==> config.mk <==
export PLATFORM = sky130hd
export DESIGN_NAME = trng_sampler_flat
export DESIGN_NICKNAME = d
export VERILOG_FILES = /design/src/rtl/trng_sampler_if.sv /design/src/rtl/trng_sampler.sv /design/src/flat_wrapper.sv
export SDC_FILE = /design/constraint.sdc
export NUM_CORES = 1
export LEC_CHECK = 0
export BUFFER_PORTS_ARGS = -buffer_cell sky130_fd_sc_hd__buf_2
export CAP_MARGIN = 20
export CORE_UTILIZATION = 57
export CTS_BUF_LIST = sky130_fd_sc_hd__clkbuf_8
export CTS_CLUSTER_SIZE = 14
export DETAILED_ROUTE_END_ITERATION = 10
export PLACE_DENSITY = 0.8
export RECOVER_POWER = 50
export SLEW_MARGIN = 20
export SYNTH_ARGS = -nofsm -noshare
export SYNTH_HDL_FRONTEND = slang
export SYNTH_SLANG_ARGS = --single-unit
==> constraint.sdc <==
create_clock -name clk -period 2.5 [get_ports clk]
set_input_delay 0.5 -clock clk [delete_from_list [all_inputs] [get_ports clk]]
set_output_delay 0.5 -clock clk [all_outputs]
set_load 0.1 [all_outputs]
==> src/rtl/trng_sampler_if.sv <==
// ============================================================================
// Module  : trng_sampler_if
// Purpose : LFSR control and sample-stream bundle for trng_sampler
// Rev     : 1.0  initial release
// ============================================================================
`default_nettype none

interface trng_sampler_if #(
   parameter int WIDTH      = 10,
   parameter int FIFO_DEPTH = 4
);
   localparam int LVL_W = $clog2(FIFO_DEPTH) + 1;

   logic             run;
   logic [WIDTH-1:0] seed_in;
   logic [WIDTH-1:0] lfsr_data;
   logic             lfsr_en;
   logic             lfsr_seed_we;
   logic [WIDTH-1:0] lfsr_seed;
   logic [WIDTH-1:0] out_data;
   logic             out_valid;
   logic             out_ready;
   logic [LVL_W-1:0] fifo_level;
   logic             health_fail;

   modport master (
      output run, seed_in, lfsr_data, out_ready,
      input  lfsr_en, lfsr_seed_we, lfsr_seed, out_data, out_valid, fifo_level, health_fail
   );

   modport slave (
      input  run, seed_in, lfsr_data, out_ready,
      output lfsr_en, lfsr_seed_we, lfsr_seed, out_data, out_valid, fifo_level, health_fail
   );
endinterface

`default_nettype wire

==> src/rtl/trng_sampler.sv <==
// ============================================================================
// Module  : trng_sampler
// Purpose : Seeds and decimates an LFSR, buffers captures in a show-ahead FIFO.
//           Define TRNG_HEALTH_EN for the repetition-count health test.
// Rev     : 1.0  initial release
// ============================================================================
`default_nettype none

module trng_sampler #(
   parameter int WIDTH      = 10,
   parameter int DECIM      = 16,
   parameter int FIFO_DEPTH = 4,
   parameter int RCT_LIMIT  = 3
) (
   input  wire logic      clk,
   input  wire logic      rst,
   trng_sampler_if.slave  bus
);
   localparam int CNT_W = $clog2(DECIM) + 1;
   localparam int PTR_W = $clog2(FIFO_DEPTH);
   localparam int LVL_W = PTR_W + 1;
   localparam logic [CNT_W-1:0] CNT_LAST = CNT_W'(DECIM - 1);
   localparam logic [LVL_W-1:0] LVL_FULL = LVL_W'(FIFO_DEPTH);

   typedef enum logic [2:0] {
      ST_IDLE    = 3'd0,
      ST_SEED    = 3'd1,
      ST_RUN     = 3'd2,
      ST_CAPTURE = 3'd3,
      ST_HALT    = 3'd4
   } state_t;

   state_t           state_q;
   logic [CNT_W-1:0] cnt_q;
   logic             lfsr_en_q;
   logic             seed_we_q;
   logic [WIDTH-1:0] seed_q;

   logic [WIDTH-1:0] mem_q [FIFO_DEPTH];
   logic [PTR_W-1:0] wr_ptr_q;
   logic [PTR_W-1:0] rd_ptr_q;
   logic [LVL_W-1:0] level_q;
   logic [WIDTH-1:0] out_data_q;

   logic w_full;
   logic w_empty;
   logic w_pop;
   logic w_take;
   logic w_push;
   logic w_rct_trip;
   logic w_health_fail;

   assign w_full  = (level_q == LVL_FULL);
   assign w_empty = (level_q == '0);
   assign w_pop   = !w_empty && bus.out_ready;
   // A capture completes only when there is room for it (a pop this cycle frees one slot).
   assign w_take  = (state_q == ST_CAPTURE) && bus.run && (!w_full || w_pop);
   assign w_push  = w_take && !w_rct_trip;

`ifdef TRNG_HEALTH_EN
   localparam int RCT_W = $clog2(RCT_LIMIT + 1);
   localparam logic [RCT_W-1:0] RCT_MAX = RCT_W'(RCT_LIMIT);

   logic [WIDTH-1:0] prev_q;
   logic             has_prev_q;
   logic [RCT_W-1:0] rep_q;
   logic [RCT_W-1:0] rep_d;
   logic             fail_q;

   always_comb begin
      rep_d = RCT_W'(1);
      if (has_prev_q && (bus.lfsr_data == prev_q)) begin
         rep_d = (rep_q == RCT_MAX) ? rep_q : rep_q + RCT_W'(1);
      end
   end

   assign w_rct_trip    = w_take && (rep_d >= RCT_MAX);
   assign w_health_fail = fail_q;

   always_ff @(posedge clk) begin
      if (rst) begin
         prev_q     <= '0;
         has_prev_q <= 1'b0;
         rep_q      <= '0;
         fail_q     <= 1'b0;
      end else if (w_take) begin
         prev_q     <= bus.lfsr_data;
         has_prev_q <= 1'b1;
         rep_q      <= rep_d;
         if (w_rct_trip) begin
            fail_q <= 1'b1;
         end
      end
   end
`else
   assign w_rct_trip    = 1'b0;
   assign w_health_fail = 1'b0;
`endif

   always_ff @(posedge clk) begin
      if (rst) begin
         state_q   <= ST_IDLE;
         cnt_q     <= '0;
         lfsr_en_q <= 1'b0;
         seed_we_q <= 1'b0;
         seed_q    <= '0;
      end else begin
         seed_we_q <= 1'b0;
         case (state_q)
            ST_IDLE: begin
               lfsr_en_q <= 1'b0;
               if (bus.run) begin
                  state_q   <= ST_SEED;
                  seed_we_q <= 1'b1;
                  seed_q    <= bus.seed_in;
               end
            end
            ST_SEED: begin
               cnt_q <= '0;
               if (!bus.run) begin
                  state_q   <= ST_IDLE;
                  lfsr_en_q <= 1'b0;
               end else begin
                  state_q   <= ST_RUN;
                  lfsr_en_q <= 1'b1;
               end
            end
            ST_RUN: begin
               if (!bus.run) begin
                  state_q   <= ST_IDLE;
                  lfsr_en_q <= 1'b0;
                  cnt_q     <= '0;
               end else if (cnt_q == CNT_LAST) begin
                  state_q   <= ST_CAPTURE;
                  lfsr_en_q <= 1'b0;
                  cnt_q     <= '0;
               end else begin
                  cnt_q     <= cnt_q + CNT_W'(1);
                  lfsr_en_q <= 1'b1;
               end
            end
            ST_CAPTURE: begin
               if (!bus.run) begin
                  state_q   <= ST_IDLE;
                  lfsr_en_q <= 1'b0;
               end else if (w_rct_trip) begin
                  state_q   <= ST_HALT;
                  lfsr_en_q <= 1'b0;
               end else if (w_take) begin
                  state_q   <= ST_RUN;
                  lfsr_en_q <= 1'b1;
                  cnt_q     <= '0;
               end else begin
                  lfsr_en_q <= 1'b0;
               end
            end
            ST_HALT: begin
               lfsr_en_q <= 1'b0;
            end
            default: begin
               state_q   <= ST_IDLE;
               lfsr_en_q <= 1'b0;
            end
         endcase
      end
   end

   always_ff @(posedge clk) begin
      if (w_push) begin
         mem_q[wr_ptr_q] <= bus.lfsr_data;
      end
   end

   always_ff @(posedge clk) begin
      if (rst) begin
         wr_ptr_q   <= '0;
         rd_ptr_q   <= '0;
         level_q    <= '0;
         out_data_q <= '0;
      end else begin
         if (w_push) begin
            wr_ptr_q <= wr_ptr_q + PTR_W'(1);
         end
         if (w_pop) begin
            rd_ptr_q <= rd_ptr_q + PTR_W'(1);
         end
         case ({w_push, w_pop})
            2'b10:   level_q <= level_q + LVL_W'(1);
            2'b01:   level_q <= level_q - LVL_W'(1);
            default: level_q <= level_q;
         endcase
         // Head register keeps the last head value once the FIFO runs empty.
         if (w_pop && (level_q > LVL_W'(1))) begin
            out_data_q <= mem_q[rd_ptr_q + PTR_W'(1)];
         end else if (w_push && (w_empty || (w_pop && (level_q == LVL_W'(1))))) begin
            out_data_q <= bus.lfsr_data;
         end
      end
   end

   assign bus.lfsr_en      = lfsr_en_q;
   assign bus.lfsr_seed_we = seed_we_q;
   assign bus.lfsr_seed    = seed_q;
   assign bus.out_data     = out_data_q;
   assign bus.out_valid    = !w_empty;
   assign bus.fifo_level   = level_q;
   assign bus.health_fail  = w_health_fail;

endmodule

`default_nettype wire

==> src/flat_wrapper.sv <==
// flat-port wrapper written by rule: the top's interface ports become plain ports
module trng_sampler_flat 
#(
   parameter int WIDTH      = 10,
   parameter int DECIM      = 16,
   parameter int FIFO_DEPTH = 4,
   parameter int RCT_LIMIT  = 3
)
  (clk, rst, bus_run, bus_seed_in, bus_lfsr_data, bus_out_ready, bus_lfsr_en, bus_lfsr_seed_we, bus_lfsr_seed, bus_out_data, bus_out_valid, bus_fifo_level, bus_health_fail);
  trng_sampler_if #(.WIDTH(WIDTH), .FIFO_DEPTH(FIFO_DEPTH)) bus_i ();
  input  wire logic clk;
  input  wire logic rst;
  input wire logic [$bits(bus_i.run)-1:0] bus_run;
  input wire logic [$bits(bus_i.seed_in)-1:0] bus_seed_in;
  input wire logic [$bits(bus_i.lfsr_data)-1:0] bus_lfsr_data;
  input wire logic [$bits(bus_i.out_ready)-1:0] bus_out_ready;
  output wire logic [$bits(bus_i.lfsr_en)-1:0] bus_lfsr_en;
  output wire logic [$bits(bus_i.lfsr_seed_we)-1:0] bus_lfsr_seed_we;
  output wire logic [$bits(bus_i.lfsr_seed)-1:0] bus_lfsr_seed;
  output wire logic [$bits(bus_i.out_data)-1:0] bus_out_data;
  output wire logic [$bits(bus_i.out_valid)-1:0] bus_out_valid;
  output wire logic [$bits(bus_i.fifo_level)-1:0] bus_fifo_level;
  output wire logic [$bits(bus_i.health_fail)-1:0] bus_health_fail;
  assign bus_i.run = bus_run;
  assign bus_i.seed_in = bus_seed_in;
  assign bus_i.lfsr_data = bus_lfsr_data;
  assign bus_i.out_ready = bus_out_ready;
  assign bus_lfsr_en = bus_i.lfsr_en;
  assign bus_lfsr_seed_we = bus_i.lfsr_seed_we;
  assign bus_lfsr_seed = bus_i.lfsr_seed;
  assign bus_out_data = bus_i.out_data;
  assign bus_out_valid = bus_i.out_valid;
  assign bus_fifo_level = bus_i.fifo_level;
  assign bus_health_fail = bus_i.health_fail;
  trng_sampler #(.WIDTH(WIDTH), .DECIM(DECIM), .FIFO_DEPTH(FIFO_DEPTH), .RCT_LIMIT(RCT_LIMIT)) u_core (.clk(clk), .rst(rst), .bus(bus_i));
endmodule
Word-level counts from Yosys, hierarchy flattened
Memories as Yosys holds them, arrays and structs flattened.
Index checks and enable logic that the tools add are counted.
{"block": "word_totals", "ff_bits": 37, "word_cells": 73, "ramBits": 40, "memories": 1}
{"name": "u_core.mem_q", "depth": 4, "width": 10, "rd": 1, "rd_ports_with_merged_regs": 0, "write_ports": 1, "line_no": "trng_sampler.sv:39", "rtl": "logic [WIDTH-1:0] mem_q [FIFO_DEPTH];"}
{"block": "op_classes", "n_addsub": 5, "order_cmp": 1, "eq_ne": 14, "bitwise": 2, "n_reduce_logical": 19, "mux": 22}
{"cell": "2-to-1 mux 10 bit", "n": 2}
{"cell": "2-to-1 mux 5 bit", "n": 4}
{"cell": "2-to-1 mux 3 bit", "n": 5}
{"cell": "case mux 3 bit (5 select lines)", "n": 1}
{"cell": "case mux 5 bit (3 select lines)", "n": 1}
{"cell": "equality test 3 x 1 -> 1 bit (second input constant)", "n": 2}
{"cell": "equality test 3 x 2 -> 1 bit (second input constant)", "n": 2}
{"cell": "equality test 3 bit (second input constant)", "n": 2}
{"cell": "logical AND 1 bit", "n": 6}
{"cell": "logical NOT 3 bit", "n": 2}
{"cell": "2-to-1 mux 1 bit", "n": 6}
{"cell": "inequality test 3 x 2 -> 1 bit (second input constant)", "n": 2}
{"cell": "case mux 3 bit (2 select lines)", "n": 1}
{"cell": "adder 5 x 1 -> 5 bit (second input constant)", "n": 1}
{"cell": "equality test 5 x 4 -> 1 bit (second input constant)", "n": 1}
{"cell": "adder 2 x 1 -> 2 bit (second input constant)", "n": 2}
{"cell": "inequality test 2 bit (second input constant)", "n": 2}
{"cell": "AND reduction 4 bit", "n": 1}
{"cell": "nonzero test 2 bit", "n": 2}
{"cell": "adder 3 x 1 -> 3 bit (second input constant)", "n": 1}
{"cell": "greater-than comparator 3 x 1 -> 1 bit (second input constant)", "n": 1}
{"cell": "case mux 1 bit (3 select lines)", "n": 1}
{"cell": "AND reduction 3 bit", "n": 1}
{"cell": "nonzero test 3 bit", "n": 1}
{"cell": "10 further kinds", "n": 13}

Depth between registers and ports, before layout
{"block": "logic_depth", "depth_word": 8, "ltp_mapped": 7}

Worst setup path before layout
No wires, ideal clock.
{"block": "synth_path", "kind": "flip-flop to flip-flop", "startpoint": "reg u_core.level_q[0] (netlist: u_core.bus.fifo_level[0])", "endpoint": "reg u_core.level_q[2] (netlist: u_core.bus.fifo_level[2])", "t_arrival_ns": 2.789, "period_less_slack_ns": 2.853, "setup_time_ns": 0.064, "n_path_buf": 0, "path_stages_with_launch": 7, "t_required_ns": 2.436, "setup_slack_ns": -0.353, "cell_sequence": "dfxtp_1 > inv_1 > ha_1 > nand2b_2 > nand3_2 > or4b_1 > nand4_1"}
{"block": "synth_between", "elab_chain_cells": 7, "elab_cells_between_ends": 13}
{"element": "start, declared", "line_no": "trng_sampler.sv:42", "rtl": "logic [LVL_W-1:0] level_q;"}
{"element": "start signal, assigned", "line_no": "trng_sampler.sv:188", "rtl": "2'b10: level_q <= level_q + LVL_W'(1);"}
{"element": "start signal, assigned", "line_no": "trng_sampler.sv:189", "rtl": "2'b01: level_q <= level_q - LVL_W'(1);"}
{"element": "start signal, assigned", "line_no": "trng_sampler.sv:190", "rtl": "default: level_q <= level_q;"}
{"element": "logical NOT 3 bit *", "line_no": "trng_sampler.sv:54", "rtl": "assign w_empty = (level_q == '0);"}
{"element": "logical NOT 1 bit *"}
{"element": "net bus_out_valid", "line_no": "flat_wrapper.sv:21", "rtl": "output wire logic [$bits(bus_i.out_valid)-1:0] bus_out_valid;"}
{"element": "logical AND 1 bit *", "line_no": "trng_sampler.sv:55", "rtl": "assign w_pop = !w_empty && bus.out_ready;"}
{"element": "logical OR 1 bit", "line_no": "trng_sampler.sv:57", "rtl": "assign w_take = (state_q == ST_CAPTURE) && bus.run && (!w_full || w_pop);"}
{"element": "logical AND 1 bit", "line_no": "trng_sampler.sv:57"}
{"element": "equality test 2 x 1 -> 1 bit or equality test 2 bit (tied branches)", "line_no": "trng_sampler.sv:187", "rtl": "case ({w_push, w_pop})"}
{"element": "case mux 3 bit (2 select lines) or nonzero test 2 bit (tied branches)"}
Mark *: on every way through the listed nets, which the timed path passes. The rest lies on a longest branch.
A chain may end at the register's enable or synchronous reset.

Final worst setup path
{"block": "layout_path", "startpoint": "reg u_core.level_q[0] (netlist: u_core.bus.fifo_level[0])", "endpoint": "out bus_out_valid"}
{"block": "layout_between", "elab_chain_cells": 2}
{"element": "logical NOT 3 bit", "line_no": "trng_sampler.sv:54"}
{"element": "logical NOT 1 bit", "line_no": "trng_sampler.sv:205", "rtl": "assign bus.out_valid = !w_empty;"}
{"element": "end, declared", "line_no": "flat_wrapper.sv:21"}
Every way passes these cells.

==> run_results.csv <==
group,metric,value,unit
synth,synthArstFlopShare,0,%
sta,fmax,446,MHz
place,place.gp.congestion,0.772,
floorplan,die_w,78.4,um
synth,ys_ff_latch,76,
critical_path,criticalPathCategory,"reg -> out",
place,hpwl,4.24,mm
synth,syn_nets,308,
sta,whs,0.384,ns
critical_path,rr_worst_depth,6,
sta,fin_ws,0.260,ns
critical_path,path_buf_inv,2,
synth,synth_top_cell_area_share,36.1,%
global_routing,grtUsageTotal,21.8,%
clock_network,cts_setup_buffers,0,
status,status,"completed",
synth,ys_seq_area_share,57.8,%
critical_path,reg2reg_setup_slack,0.50,ns
clock_network,cts.repair.resized,0,
final_layout,fin_cells,396,
drt,drt_pass1_iterations,4,
drt,avgRoutedWirePerCell,15.8,um
global_routing,grt_antenna_before_repair,0,
critical_path,crit_cells,4,
pwr,p_leak,1.39,nW
sta,slew_viol_final,0,
synth,yosysWarnings,0,
synth,synthDistinctLibCells,49,
floorplan,core,0.00557,mm^2
critical_path,crit_end,"bus_out_valid",
final_layout,multi_input_area,0.00130,mm^2
sta,period_minus_slack,2.24,ns
pwr,p_total,3.76,mW
pwr,p_per_area,992,mW/mm^2
drt,routed_via_density,5.60,
flow_run,cap_violations,0,
clock_network,root_buffer,"clkbuf_8",
global_routing,grt_max_degree,27,
floorplan,dieArea,0.00614,mm^2
final_layout,seqCellArea,0.00192,mm^2
pwr,vdd_drop_max,0.749,mV
drt,drt_wl_total,6.27,mm
floorplan,start_util,59.6,%
clock_network,numCtsBuffers,9,
floorplan,ios,51,
critical_path,required,2.00,ns
global_routing,globalRoute.totalOverflow,0,
clock_network,cts_max_level,3,
critical_path,cp.arrival,1.74,ns
sta,rsz0062_at_grt,"false",
global_routing,grt_pass1_vias,2094,
final_layout,area.growth.synth_to_final,14.2,%
clock_network,postCtsHoldBufs,0,
clock_network,clock_latency,0.34,ns
synth,avgSynthCellArea,12.3,um^2
critical_path,startpoint,"u_core.bus.fifo_level[0]",
synth,synth-main-ff-cell,"edfxtp_1",
synth,synth_area_leaders,"edfxtp_1, dfxtp_1, mux4_2, ha_1, a21oi_1",
synth,synth_edf_count,40,
sta,skew,0.00749,ns
global_routing,grt_pass1_wl,9.95,mm
critical_path,cp-start-kind,"flop",
drt,drc,0,
synth,synth_area,0.00332,mm^2
sta,fin_crit_sh,89.6,%
final_layout,diodes,0,
drt,ant_nets,0,
place,dp.cells,380,
critical_path,r2r-end,"u_core.cnt_q[3]",
sta,slew_headroom,21.7,%
critical_path,critPathSlowestCell,"buf_2",
critical_path,critical-path-max-stage-delay,0.44,ns
critical_path,path_delay_family,"buffers and inverters",
clock_network,clk_pin_slew_worst_paths,0.09,ns
critical_path,crit_chain,"inv_1 -> ha_1 -> nand2b_2 -> buf_2",
synth,synthCells,270,
sta,setup_violations,0,
floorplan,die_height,78.4,um
drt,drtIter0Drc,111,
critical_path,crit_fanout,7,
sta,final-hold-violation-count,0,
final_layout,final_nets,357,
critical_path,end_kind,"primary output",
final_layout,filler_cell_count,406,
sta,tightestPinTransition,1.18,ns
synth,yosys.area.top_type,"edfxtp_1",
clock_network,clkSinkCount,76,
clock_network,cts_buffer_depth,2,
place,port_buffers,49,
place,place_ws,0.694,ns
final_layout,drive_above_1_share,20.1,%
worst_hold_path,hold_class,"in -> reg",
floorplan,rows,27,
drt,routed-via-count,2218,
critical_path,r2r-start,"u_core.bus.fifo_level[0]",
clock_network,cts_tree,"yes",
sta,setup_tns,0,ns
## worst reg2reg max path, delay by kind of cell (launching register included)
| family | cells | cell delay [ns] |
|---|---|---|
| compound gates | 2 | 0.39 |
| fa+ha+maj | 1 | 0.30 |
| buf+inv | 1 | 0.12 |
| flops | 1 | 0.40 |
| simple gates | 2 | 0.72 |
## stage by stage
step / util (%) / area, um^2
3_3_place_gp: 65.0 / 3620
6_report: 68.1 / 3790
3_5_place_dp: 65.0 / 3620
4_1_cts: 68.7 / 3830
5_1_grt: 68.1 / 3790
2_1_floorplan: - / 3330
## logic make-up (layout without fill, tap and decap cells)
family                     after synthesis  after routing  synth area share (%)
DFF                                     76             76                  57.8
and+or+nand+nor                         72             72                  11.6
AOI/OAI and AO/OA                       59             59                  11.2
buffers and inverters                   23             77                  2.90
muxes                                   21             21                  10.1
adders and majority gates               14             14                  5.27
xor gates and xnor gates                 4              4                  1.05
other                                    1              1                 0.113
## per-layer routing
layer	vias up	part of all wire [%]	track usage, %
met3	6	4.2	3.72
li1	1096	-	-
met5	-	0	0
met1	1066	45	28.5
met2	50	49	35.5
met4	0	1.1	10.0
## final cells by class
class	instances	share of cell area [%]
clock buffer	9	3.26
sequential	76	50.7
tap	72	2.37
multi-input combinational	171	34.3
timing repair buffer	52	6.26
clock inverter	7	2.18
inverter	9	0.890
## layout by cell type, fill, tap and decap left out, drive strengths merged, types with 4 or more instances in the layout
master  instances
dfxtp          36
edfxtp         40
nor2           11
clkbuf         33
a21oi          30
o31ai          11
nand3           8
mux4           10
inv            13
and3            4
ha             14
nand2b          5
buf            28
o21ai           4
mux2i          11
nand2          28
## report_power, final
| part | internal, mW | switching [mW] | leakage [nW] | total (mW) |
|---|---|---|---|---|
| registers | 1.40 | 0.100 | 0.654 | 1.50 |
| logic | 0.303 | 0.988 | 0.636 | 1.29 |
| clock network | 0.480 | 0.489 | 0.104 | 0.969 |
## registers in the layout, summed over array words and instances (netlist names)
| register | count |
|---|---|
| u_core.mem_q | 40 |
| u_core.bus.lfsr_seed | 10 |
| u_core.bus.out_data | 10 |
| u_core.cnt_q | 5 |
| u_core.bus.fifo_level | 3 |
| u_core.rd_ptr_q | 2 |
| u_core.state_q | 2 |
| u_core.wr_ptr_q | 2 |
| u_core.bus.lfsr_en | 1 |
| u_core.bus.lfsr_seed_we | 1 |
## cell usage after synthesis, drive strengths merged (2+ instances only)
master  number
and4b        2
nand4        2
mux2i       11
nor2        11
o31ai       11
nand3        8
nand2       28
nand3b       2
nand2b       5
o21ai        4
ha          14
clkbuf       8
buf          6
dfxtp       36
edfxtp      40
and3         4
a31oi        2
a21o         2
o22ai        2
mux4        10
a21oi       30
inv          9
and2         3
xor2         3
## worst min path at each step
stage,startpoint,end,slack (ns),cells past startpoint
after global placement,u_core.bus.lfsr_seed[3],u_core.bus.lfsr_seed[3],0.44,2
after floorplan,u_core.cnt_q[4],u_core.cnt_q[4],0.44,1
after detailed placement,u_core.bus.lfsr_seed[3],u_core.bus.lfsr_seed[3],0.45,2
final,bus_seed_in[3],u_core.bus.lfsr_seed[3],0.38,3
after CTS,bus_seed_in[3],u_core.bus.lfsr_seed[3],0.37,3
after global routing,bus_seed_in[2],u_core.bus.lfsr_seed[2],0.39,3
Note: power is estimated with default switching activity, not from simulation.
